## src/rtl/matmul_pkg.sv

```systemverilog
// Shared constants and state encoding for the matmul fetch-injection block.
package matmul_pkg;

  localparam logic [6:0]  OPC_CUSTOM0 = 7'b0001011;
  localparam logic [31:0] NOP         = 32'h00000013;

  typedef enum logic [1:0] {
    ST_IDLE   = 2'd0,
    ST_START  = 2'd1,
    ST_STREAM = 2'd2
  } state_e;

endpackage

```

## src/rtl/matmul_trigger_detect.sv

```systemverilog
// Flags a custom-0 instruction whose funct3 selects the MATMUL trigger.
module matmul_trigger_detect
  import matmul_pkg::*;
#(
  parameter logic [2:0] TRIG_FUNCT3 = 3'b000
) (
  input  logic [31:0] instr,
  output logic        is_trigger
);

  // Only opcode and funct3 matter; the remaining fields are deliberately ignored.
  logic unused_fields;

  assign unused_fields = ^{instr[31:15], instr[11:7]};
  assign is_trigger    = (instr[6:0] == OPC_CUSTOM0) && (instr[14:12] == TRIG_FUNCT3);

endmodule

```

## src/rtl/matmul_fetch_inject.sv

```systemverilog
// Fetch-stage mux that hands the IF/ID slot to the matmul sequencer on a
// custom-0 trigger and returns it to the CPU when the program ends.
module matmul_fetch_inject
  import matmul_pkg::*;
#(
  parameter logic [2:0]  TRIG_FUNCT3 = 3'b000,
  parameter int unsigned CNT_WIDTH   = 16
) (
  input  logic                 clk,
  input  logic                 rst,
  input  logic [31:0]          instr_f,
  input  logic                 stall_f,
  input  logic                 flush_d,
  input  logic [31:0]          mm_instr,
  input  logic                 mm_done,
  output logic                 mm_start,
  output logic                 mm_stall,
  output logic [31:0]          instr_out,
  output logic                 pc_hold,
  output logic                 busy,
  output logic [CNT_WIDTH-1:0] run_cycles
);

  state_e               state_q, state_d, state_cur;
  logic [CNT_WIDTH-1:0] cnt_q, cnt_d;
  logic [CNT_WIDTH-1:0] run_cycles_q, run_cycles_d;
  logic                 trig_f, trig_mm;

  matmul_trigger_detect #(.TRIG_FUNCT3(TRIG_FUNCT3)) u_trig_f (
    .instr      (instr_f),
    .is_trigger (trig_f)
  );

  matmul_trigger_detect #(.TRIG_FUNCT3(TRIG_FUNCT3)) u_trig_mm (
    .instr      (mm_instr),
    .is_trigger (trig_mm)
  );

  // Reset forces IDLE decoding so the outputs are quiet in the reset cycle itself.
  always_comb begin
    state_cur    = rst ? ST_IDLE : state_q;
    state_d      = state_q;
    cnt_d        = cnt_q;
    run_cycles_d = run_cycles_q;
    instr_out    = instr_f;
    pc_hold      = 1'b0;
    mm_start     = 1'b0;
    mm_stall     = 1'b1;
    busy         = 1'b0;

    case (state_cur)
      ST_IDLE: begin
        if (trig_f) begin
          instr_out = NOP;
          if (!stall_f && !flush_d) begin
            state_d = ST_START;
            cnt_d   = '0;
          end
        end
      end

      ST_START: begin
        instr_out = NOP;
        mm_start  = 1'b1;
        pc_hold   = 1'b1;
        busy      = 1'b1;
        cnt_d     = '0;
        state_d   = flush_d ? ST_IDLE : ST_STREAM;
      end

      ST_STREAM: begin
        pc_hold   = 1'b1;
        busy      = 1'b1;
        mm_stall  = stall_f;
        instr_out = (mm_done || trig_mm) ? NOP : mm_instr;
        // Flush wins over end-of-program; a stall freezes everything else.
        if (flush_d) begin
          state_d = ST_IDLE;
          cnt_d   = '0;
        end else if (!stall_f) begin
          if (mm_done) begin
            run_cycles_d = cnt_q;
            state_d      = ST_IDLE;
          end else if (cnt_q != '1) begin
            cnt_d = cnt_q + CNT_WIDTH'(1);
          end
        end
      end

      default: state_d = ST_IDLE;
    endcase
  end

  always_ff @(posedge clk) begin
    if (rst) begin
      state_q      <= ST_IDLE;
      cnt_q        <= '0;
      run_cycles_q <= '0;
    end else begin
      state_q      <= state_d;
      cnt_q        <= cnt_d;
      run_cycles_q <= run_cycles_d;
    end
  end

  assign run_cycles = run_cycles_q;

endmodule
```

## config.mk

```make
export PLATFORM = sky130hd
export DESIGN_NAME = matmul_fetch_inject
export DESIGN_NICKNAME = d
export VERILOG_FILES = /design/src/rtl/matmul_pkg.sv /design/src/rtl/matmul_trigger_detect.sv /design/src/rtl/matmul_fetch_inject.sv
export SDC_FILE = /design/constraint.sdc
export NUM_CORES = 1
export LEC_CHECK = 0
export CAP_MARGIN = 10
export CORE_MARGIN = 8
export CORE_UTILIZATION = 41
export CTS_CLUSTER_DIAMETER = 30
export CTS_CLUSTER_SIZE = 16
export DETAILED_ROUTE_END_ITERATION = 8
export PLACE_DENSITY_LB_ADDON = 0.1
export SETUP_SLACK_MARGIN = 0.15
export SYNTH_ARGS = -nofsm -noshare
export SYNTH_HDL_FRONTEND = slang
export SYNTH_SLANG_ARGS = --single-unit
```

## constraint.sdc

```tcl
create_clock -name clk -period 5.1 [get_ports clk]
set_clock_uncertainty 0.15 [all_clocks]
set_input_delay 0.765 -clock clk [delete_from_list [all_inputs] [get_ports clk]]
set_output_delay 0.765 -clock clk [all_outputs]
set_load 0.02 [all_outputs]
```

# Word-level counts from Yosys, hierarchy flattened
# Index checks and enable logic that the tools add are counted.
# totals
latch_bits,0
input_bits,69
mem_count,0
output_inout_bits,52
wordCells,52
mem_bits_rw,0
ff_bits,34
romBits,0
# op_classes
eq_ne,11
order_cmp,0
n_addsub,1
n_shift,0
n_reduce_logical,14
mux,21
multipliers,0
n_bitwise,2
div_mod_pow,0
# ops
op,n
$mux 16,6
$pmux 32 s3,1
$mux 32,2
$pmux 16 s3,1
$add 16x1->16 const B,1
$ne 16x16->1 const B,1
$eq 7x4->1 const B,2
$mux 2,7
$ne 3x3->1 const B,4
$reduce_and 4->1,2
$logic_not 3->1,2
$pmux 2 s3,1
$reduce_and 6->1,1
$ne 2x2->1 const B,2
$logic_and 1x1->1,3
$mux 1,3
$reduce_bool 3->1,1
$eq 2x1->1 const B,1
$eq 2x2->1 const B,1
$logic_not 1->1,2
$logic_not 2->1,1
$not 1->1,2
$reduce_or 2->1,1
$logic_or 1x1->1,1

# Longest topological paths before layout
# Gate-level depths: netlist (run 1).
# depth
depth_word,6
mapped_depth,10
ltp_nobuf,9

# Modules after synthesis
# Synthesis (run 1) repeated with hierarchy kept, for this count alone.
# unflattened
cells_unflattened,268
area_unflattened_um2,2202.1
# by_module_without_submodules
mod,cells_per_inst,n_inst,area_per_inst_um2
matmul_fetch_inject,262,1,2134.5
matmul_trigger_detect,3,2,33.8

# Worst setup path after synthesis (run 1)
# No wires, ideal clock.
# synth_timing
path_kind,input port to output port
startpoint,input rst
endpoint,output instr_out[10]
n_path_buf,3
cell_stages,10
setup_slack_ns,1.392
arrival_time_ns,2.793
cell_sequence,inv_1 -> clkbuf_1 -> nand2_1 -> inv_1 -> ha_1 -> nand2b_1 -> a311oi_1 -> clkbuf_1 -> clkbuf_1 -> a22o_1
# synth_between
elab_chain_len,3
# synth_rtl
element,line,text
from (decl),matmul_fetch_inject.sv:10,"input logic rst,"
$mux 2 *,matmul_fetch_inject.sv:41,state_cur = rst ? ST_IDLE : state_q;
"$eq 2x2->1, or another cell as far along",matmul_fetch_inject.sv:51,case (state_cur)
$pmux 32 s3 *,matmul_fetch_inject.sv:51,
to (decl),matmul_fetch_inject.sv:18,"output logic [31:0] instr_out,"
# Every way passes the cells marked *; elsewhere a longest branch is shown, timed or not.

# Worst setup path in the final report (run 1)
# layout_timing
startpoint,input rst
endpoint,output instr_out[13]
# The elaborated chain is that of the path after synthesis.

==> results of run 1 <==
-- cells in the final DEF, fill, tap and decap left out, drive strengths merged, types with 2 or more instances in the layout --
| master | count |
|---|---|
| clkdlybuf4s50 | 120 |
| nand2 | 49 |
| dfxtp | 34 |
| a22o | 29 |
| a21oi | 22 |
| nor2 | 15 |
| o311ai | 8 |
| inv | 7 |
| clkbuf | 7 |
| o21ai | 6 |
| nand2b | 5 |
| nand4 | 5 |
| ha | 5 |
| nor4 | 5 |
| or2 | 4 |
| nand3 | 4 |
| o31ai | 4 |
| and2 | 4 |
| nor3 | 3 |
| a31oi | 3 |
| a211oi | 3 |
| a41oi | 3 |
| buf | 3 |
| o221ai | 3 |
| o41ai | 3 |
| nand4b | 2 |
| nor2b | 2 |
| nand3b | 2 |
-- registers in the layout, summed over array words and instances, names as in the netlist --
signal	flops
cnt_q	16
run_cycles	16
state_q	2
-- per-stage QoR --
step	hold WS [ns]	utilization, %	area (um^2)	cells	setup WS [ns]
after global routing	0.326	67.9	3430	444	0.183
final	0.301	67.9	3430	444	0.406
after global placement	0.291	66.4	3350	437	0.492
after CTS	0.304	67.9	3430	444	0.388
after floorplan	0.281	-	2110	264	1.39
after detailed placement	0.296	66.4	3350	437	0.402
-- cell type report --
type / instances / share of cell area (%)
Multi-Input combinational cell: 203 / 38.9
Sequential cell: 34 / 19.9
Clock buffer: 7 / 2.23
Inverter: 7 / 0.767
Tap cell: 70 / 2.56
Timing Repair Buffer: 123 / 35.7
-- worst paths after layout --
kind	startpoint	end	slack (ns)	cells after the start
min reg2reg	run_cycles[13]	run_cycles[13]	0.30	2
max reg2reg	state_q[1]	cnt_q[12]	2.40	7
min	run_cycles[13]	run_cycles[13]	0.30	2
max	rst	instr_out[13]	0.41	10
-- cell families (layout without fill, tap and decap cells) --
kind of cell / Yosys count / in the layout / share of synthesized area, %
flip-flops: 34 / 34 / 32.2
buffers and inverters: 27 / 137 / 5.51
AND/OR/NAND/NOR: 105 / 105 / 24.7
adder cells (fa/ha/maj): 5 / 5 / 2.96
AO/OA/AOI/OAI: 93 / 93 / 34.6
-- synth_stat cells, types with 2 or more instances --
library cell | instances | share of area (%)
nand3_1 | 4 | 0.95
nand2b_1 | 5 | 1.5
a211oi_1 | 3 | 1.1
inv_1 | 7 | 1.2
a21oi_1 | 22 | 5.2
nand3b_1 | 2 | 0.71
ha_1 | 5 | 3.0
or2_2 | 4 | 1.2
o311ai_0 | 2 | 0.83
and2_1 | 2 | 0.59
nor2b_1 | 2 | 0.59
nand2_1 | 48 | 8.5
o311ai_1 | 5 | 2.1
nand4b_1 | 2 | 0.83
o221ai_1 | 2 | 0.83
a22o_1 | 28 | 12
nor2_1 | 15 | 2.7
a31oi_1 | 3 | 0.89
buf_2 | 3 | 0.71
clkbuf_1 | 15 | 2.7
o41ai_1 | 2 | 0.83
o21ai_0 | 5 | 1.2
o31ai_1 | 4 | 1.4
nand4_1 | 5 | 1.5
dfxtp_1 | 34 | 32
nor3_1 | 3 | 0.71
nor4_1 | 4 | 1.2
a41oi_1 | 3 | 1.2
-- layer usage --
layer,routed length [um],GRT usage (%),vias to the layer above
li1,-,-,1218
met1,2940,22.5,1128
met2,4150,37.8,75
met3,413,4.60,9
met4,66,3.28,0
met5,0,0,-
-- worst min-delay path: stages, from the launching register on --
cell and delay (ns):
dfxtp_1 0.31, nand2_1 0.05, a21oi_1 0.05
-- power groups by stage --
stage	Clock (W)	Sequential (W)	Combinational [W]
floorplan	0	0.000271	0.0000397
global route	0.000202	0.000265	0.000134
finish	0.000185	0.000265	0.000128
detailed placement	0	0.000271	0.000129
CTS	0.000186	0.000265	0.000129
global placement	0	0.000271	0.000127
==> results.toml, run 1 <==
[logic_synthesis]
yosysWarningCount = 0
synth_area_mm2 = 0.00211
synthArstFlopShare_pct = 0
synth_enable_flop_cells = 0
ys_seq_area_share_pct = 32.2
synth_nets = 338
synth_ff_type = "dfxtp_1"
syn_avg_cell_area_um2 = 8.00
netlist_instances = 264
synth.distinct_cells = 53
ys_ff_latch = 34

[worst_setup_path]
critPathKind = "in2out"
critPathMaxStageDelay_ns = 0.60
crit_arrival_ns = 3.78
cp_slowest_cell = "clkdlybuf4s50_1"
crit_family = "buffers and inverters"
path_max_fanout = 29
cp-start-kind = "input pin"
crit_path_cell_trace = "clkdlybuf4s50_1 -> inv_1 -> nand2_1 -> inv_1 -> ha_1 -> nand2b_1 -> a311oi_4 -> buf_4 -> a22o_1 -> clkdlybuf4s50_1"
cp-end-kind = "output port"
cp.required_ns = 4.18
path_buf_inv = 5

[finish]
fillers = 431
syn2layout_area_growth_pct = 62.3
nets = 448
drive_gt1_share_pct = 6.42
seqCellArea_um2 = 681
antenna_cells = 0
multi_input_area_mm2 = 0.00133

[pwr]
swShare_pct = 23.9
seqPwrFrac_pct = 45.9
p_total_w = 0.000578
power_density_mw_per_mm2 = 169
p_clk_share_pct = 32.0
power_frac_comb_pct = 22.1
p_sw_w = 0.000138
intPower_w = 0.000440
ir_worst_vdd_uv = 145
power_leakage_nw = 1.22

[clock_tree]
clkSlewWorstSetupHoldPaths_ns = 0.06
numCtsBuffers = 5
cts_tree = "done"
clockRootBuffer = "clkbuf_8"
cts_resized = 0
clk_latency_ns = 0.28
h-tree-depth = 2
cts_buffer_depth = 2
postCtsSetupBuffers = 0
clock_sinks = 34
hold_buffers = 0

[grt]
grt_max_degree = 30
grt_pass1_wl_mm = 12.3
grt_overflow = 0
antenna_found_initial = 0
grt.total_usage_pct = 20.1
grt_pass1_vias = 2381

[run]
max_cap_viol_count = 0

[sta]
slew_viol_final = 0
fin_crit_sh_pct = 92.0
period_needed_ns = 4.69
fmax_ghz = 0.213
finalSetupViolations = 0
timing.max_slew.rel_slack_pct = 51.4
hold_viol_final = 0
rsz0062_at_grt = "no"
setup_tns_ns = 0
tightest_slew_ns = 0.727

[place]
place_congestion = 0.825
hpwl_mm = 5.96
io_buffers = 120

[run_status]
status = "finished clean"

[floorplan]
io_pins = 121
die_h_um = 87.8
fp-row-count = 26
dieArea_mm2 = 0.00770
start_util_pct = 41.9
core_area_mm2 = 0.00504
die_x_um = 87.8

[detailed_routing]
vias = 2430
drt-total-wl_mm = 7.58
routed_via_density = 5.47
drc = 0
wl_per_cell_um = 17.1
dr.pass1.iters = 4
ant_nets = 0
drt_iter0_drc = 172

[min_path]
hp-class = "reg2reg"
No activity file was read; power rests on OpenSTA's default activity.
==> run 2: changes to the inputs <==
Settings changed: CORE_ASPECT_RATIO from default to 2, CORE_MARGIN 8 to default.
==> run 2 against run 1 <==
Final area up 1.4%. Routed wire length down 0.24%. Setup slack worse by 0.0041 ns. Flip-flop and latch count unchanged. Sequential power about the same. Final cell count down 2.7%. Power up 19%. Highest routed layer unchanged. Hold slack better by 0.0034 ns. Maximum frequency about the same. Clock-buffer cell count down 2. Critical path type unchanged. Register-to-register slack better by 0.09 ns. Die area down 29%.
==> results.toml, run 2 (synthesis gave the netlist of run 1 again) <==
[sta]
tightest_slew_ns = 0.999
slew_viol_final = 0
period_needed_ns = 4.70
fin_ws_ns = 0.402
hold_viol_final = 0
finalSetupViolations = 0
fmax_ghz = 0.213
setup_tns_ns = 0
timing.max_slew.rel_slack_pct = 33.4
fin_crit_sh_pct = 92.1
rsz0062_at_grt = "no"

[worst_setup_path]
crit_arrival_ns = 3.78
endpoint = "instr_out[30]"
r2r_start = "cnt_q[0]"
reg2reg_depth = 6
critPathMaxStageDelay_ns = 0.79
cp-end-kind = "output port"
critPathKind = "in2out"
cp.required_ns = 4.18
r2r_end = "cnt_q[12]"
crit_path_cell_trace = "clkdlybuf4s50_1 -> inv_1 -> nand2_1 -> ha_1 -> inv_1 -> o21bai_2 -> a22o_1 -> clkdlybuf4s50_1"
cp-start-kind = "input pin"
cp_slowest_cell = "o21bai_2"
crit_family = "buffers and inverters"
path_max_fanout = 25
cp.depth = 8
startpoint = "rst"
ff2ff_setup_slack_ns = 2.49
path_buf_inv = 4

[floorplan]
fp-row-count = 36
dieArea_mm2 = 0.00546
die_h_um = 103
start_util_pct = 43.0
die_x_um = 52.7
io_pins = 121
core_area_mm2 = 0.00491

[min_path]
hp-class = "reg2reg"

[place]
hpwl_mm = 5.86
io_buffers = 120
place_congestion = 0.922
pre_cts_ws_ns = 0.427
place_area_mm2 = 0.00334

[clock_tree]
clock_sinks = 34
cts_resized = 0
cts_tree = "done"
h-tree-depth = 2
clkSlewWorstSetupHoldPaths_ns = 0.08
clockRootBuffer = "clkbuf_8"
clk_latency_ns = 0.29
hold_buffers = 0
postCtsSetupBuffers = 0
cts_buffer_depth = 2
numCtsBuffers = 5

[detailed_routing]
ant_nets = 0
wl_per_cell_um = 17.5
vias = 2494
dr.pass1.iters = 4
drt-total-wl_mm = 7.56
routed_via_density = 5.77
drt_iter0_drc = 83
drc = 0

[pwr]
power_density_mw_per_mm2 = 198
power_leakage_nw = 1.25
ir_worst_vdd_uv = 339

[finish]
layout_common_cells = "clkdlybuf4s50_1, nand2_1, dfxtp_1"
final_common_cell = "clkdlybuf4s50_1"
nets = 448
final_cell_area_mm2 = 0.00347
syn2layout_area_growth_pct = 64.6
antenna_cells = 0
drive_gt1_share_pct = 7.47

[grt]
grt_pass1_vias = 2298
grt_pass1_wl_mm = 11.3
grt_overflow = 0
grt_max_degree = 30
antenna_found_initial = 0
grt.total_usage_pct = 28.0

[run]
max_cap_viol_count = 0

[run_status]
status = "finished clean"
==> run 2: cell types whose count changed in the layout (fill, tap and decap cells not counted), sizes merged <==
cell / previous run / this run
bufinv: 0 / 2
clkinv: 0 / 1
clkbuf: 7 / 5
==> run 2: worst min path at each step <==
stage	startpoint	end	slack [ns]	cells past startpoint
global route	run_cycles[7]	run_cycles[7]	0.32	2
floorplan	state_q[0]	state_q[0]	0.28	2
detailed placement	run_cycles[5]	run_cycles[5]	0.30	2
finish	run_cycles[5]	run_cycles[5]	0.30	2
global placement	run_cycles[5]	run_cycles[5]	0.29	2
CTS	run_cycles[5]	run_cycles[5]	0.31	2
==> run 2: cell type report <==
class / instances / area (um^2)
fillers: 421 / 1440
multi-input cells: 203 / 1340
repair buffers: 123 / 1220
flip-flops and latches: 34 / 681
well taps: 57 / 71.3
clock buffers: 5 / 68.8
clock inverters: 3 / 68.8
inverters: 7 / 26.3
==> run 2: power breakdown <==
group          internal, W  total, W  switching (W)
clock             0.000196  0.000296       0.000101
combinational    0.0000809  0.000128      0.0000468
sequential        0.000265  0.000265  0.00000000419
total             0.000542  0.000689       0.000147
==> run 2: stage by stage <==
stage	power, W	cells	hold slack [ns]	utilization, %
3_5_place_dp	0.000399	424	0.297	68.0
3_3_place_gp	0.000398	424	0.294	68.0
2_1_floorplan	0.000311	264	0.281	-
5_1_grt	0.000709	432	0.322	70.8
4_1_cts	0.000693	432	0.308	70.8
6_report	0.000689	432	0.304	70.8
==> run 2: worst register-to-register path, stage by stage, from the launching register on <==
cell and delay [ns]:
dfxtp_1 0.43, ha_1 0.23, nand3_1 0.20, nor4_2 0.56, and4_1 0.57, nor2_1 0.15, a211oi_1 0.24
==> run 2: metal layers <==
layer	up-vias	global-route usage [%]	part of all wire [%]
li1	1216	-	-
met1	1136	27.2	34
met2	134	55.4	55
met3	8	5.56	8.6
met4	0	9.72	2.0
met5	-	0	0
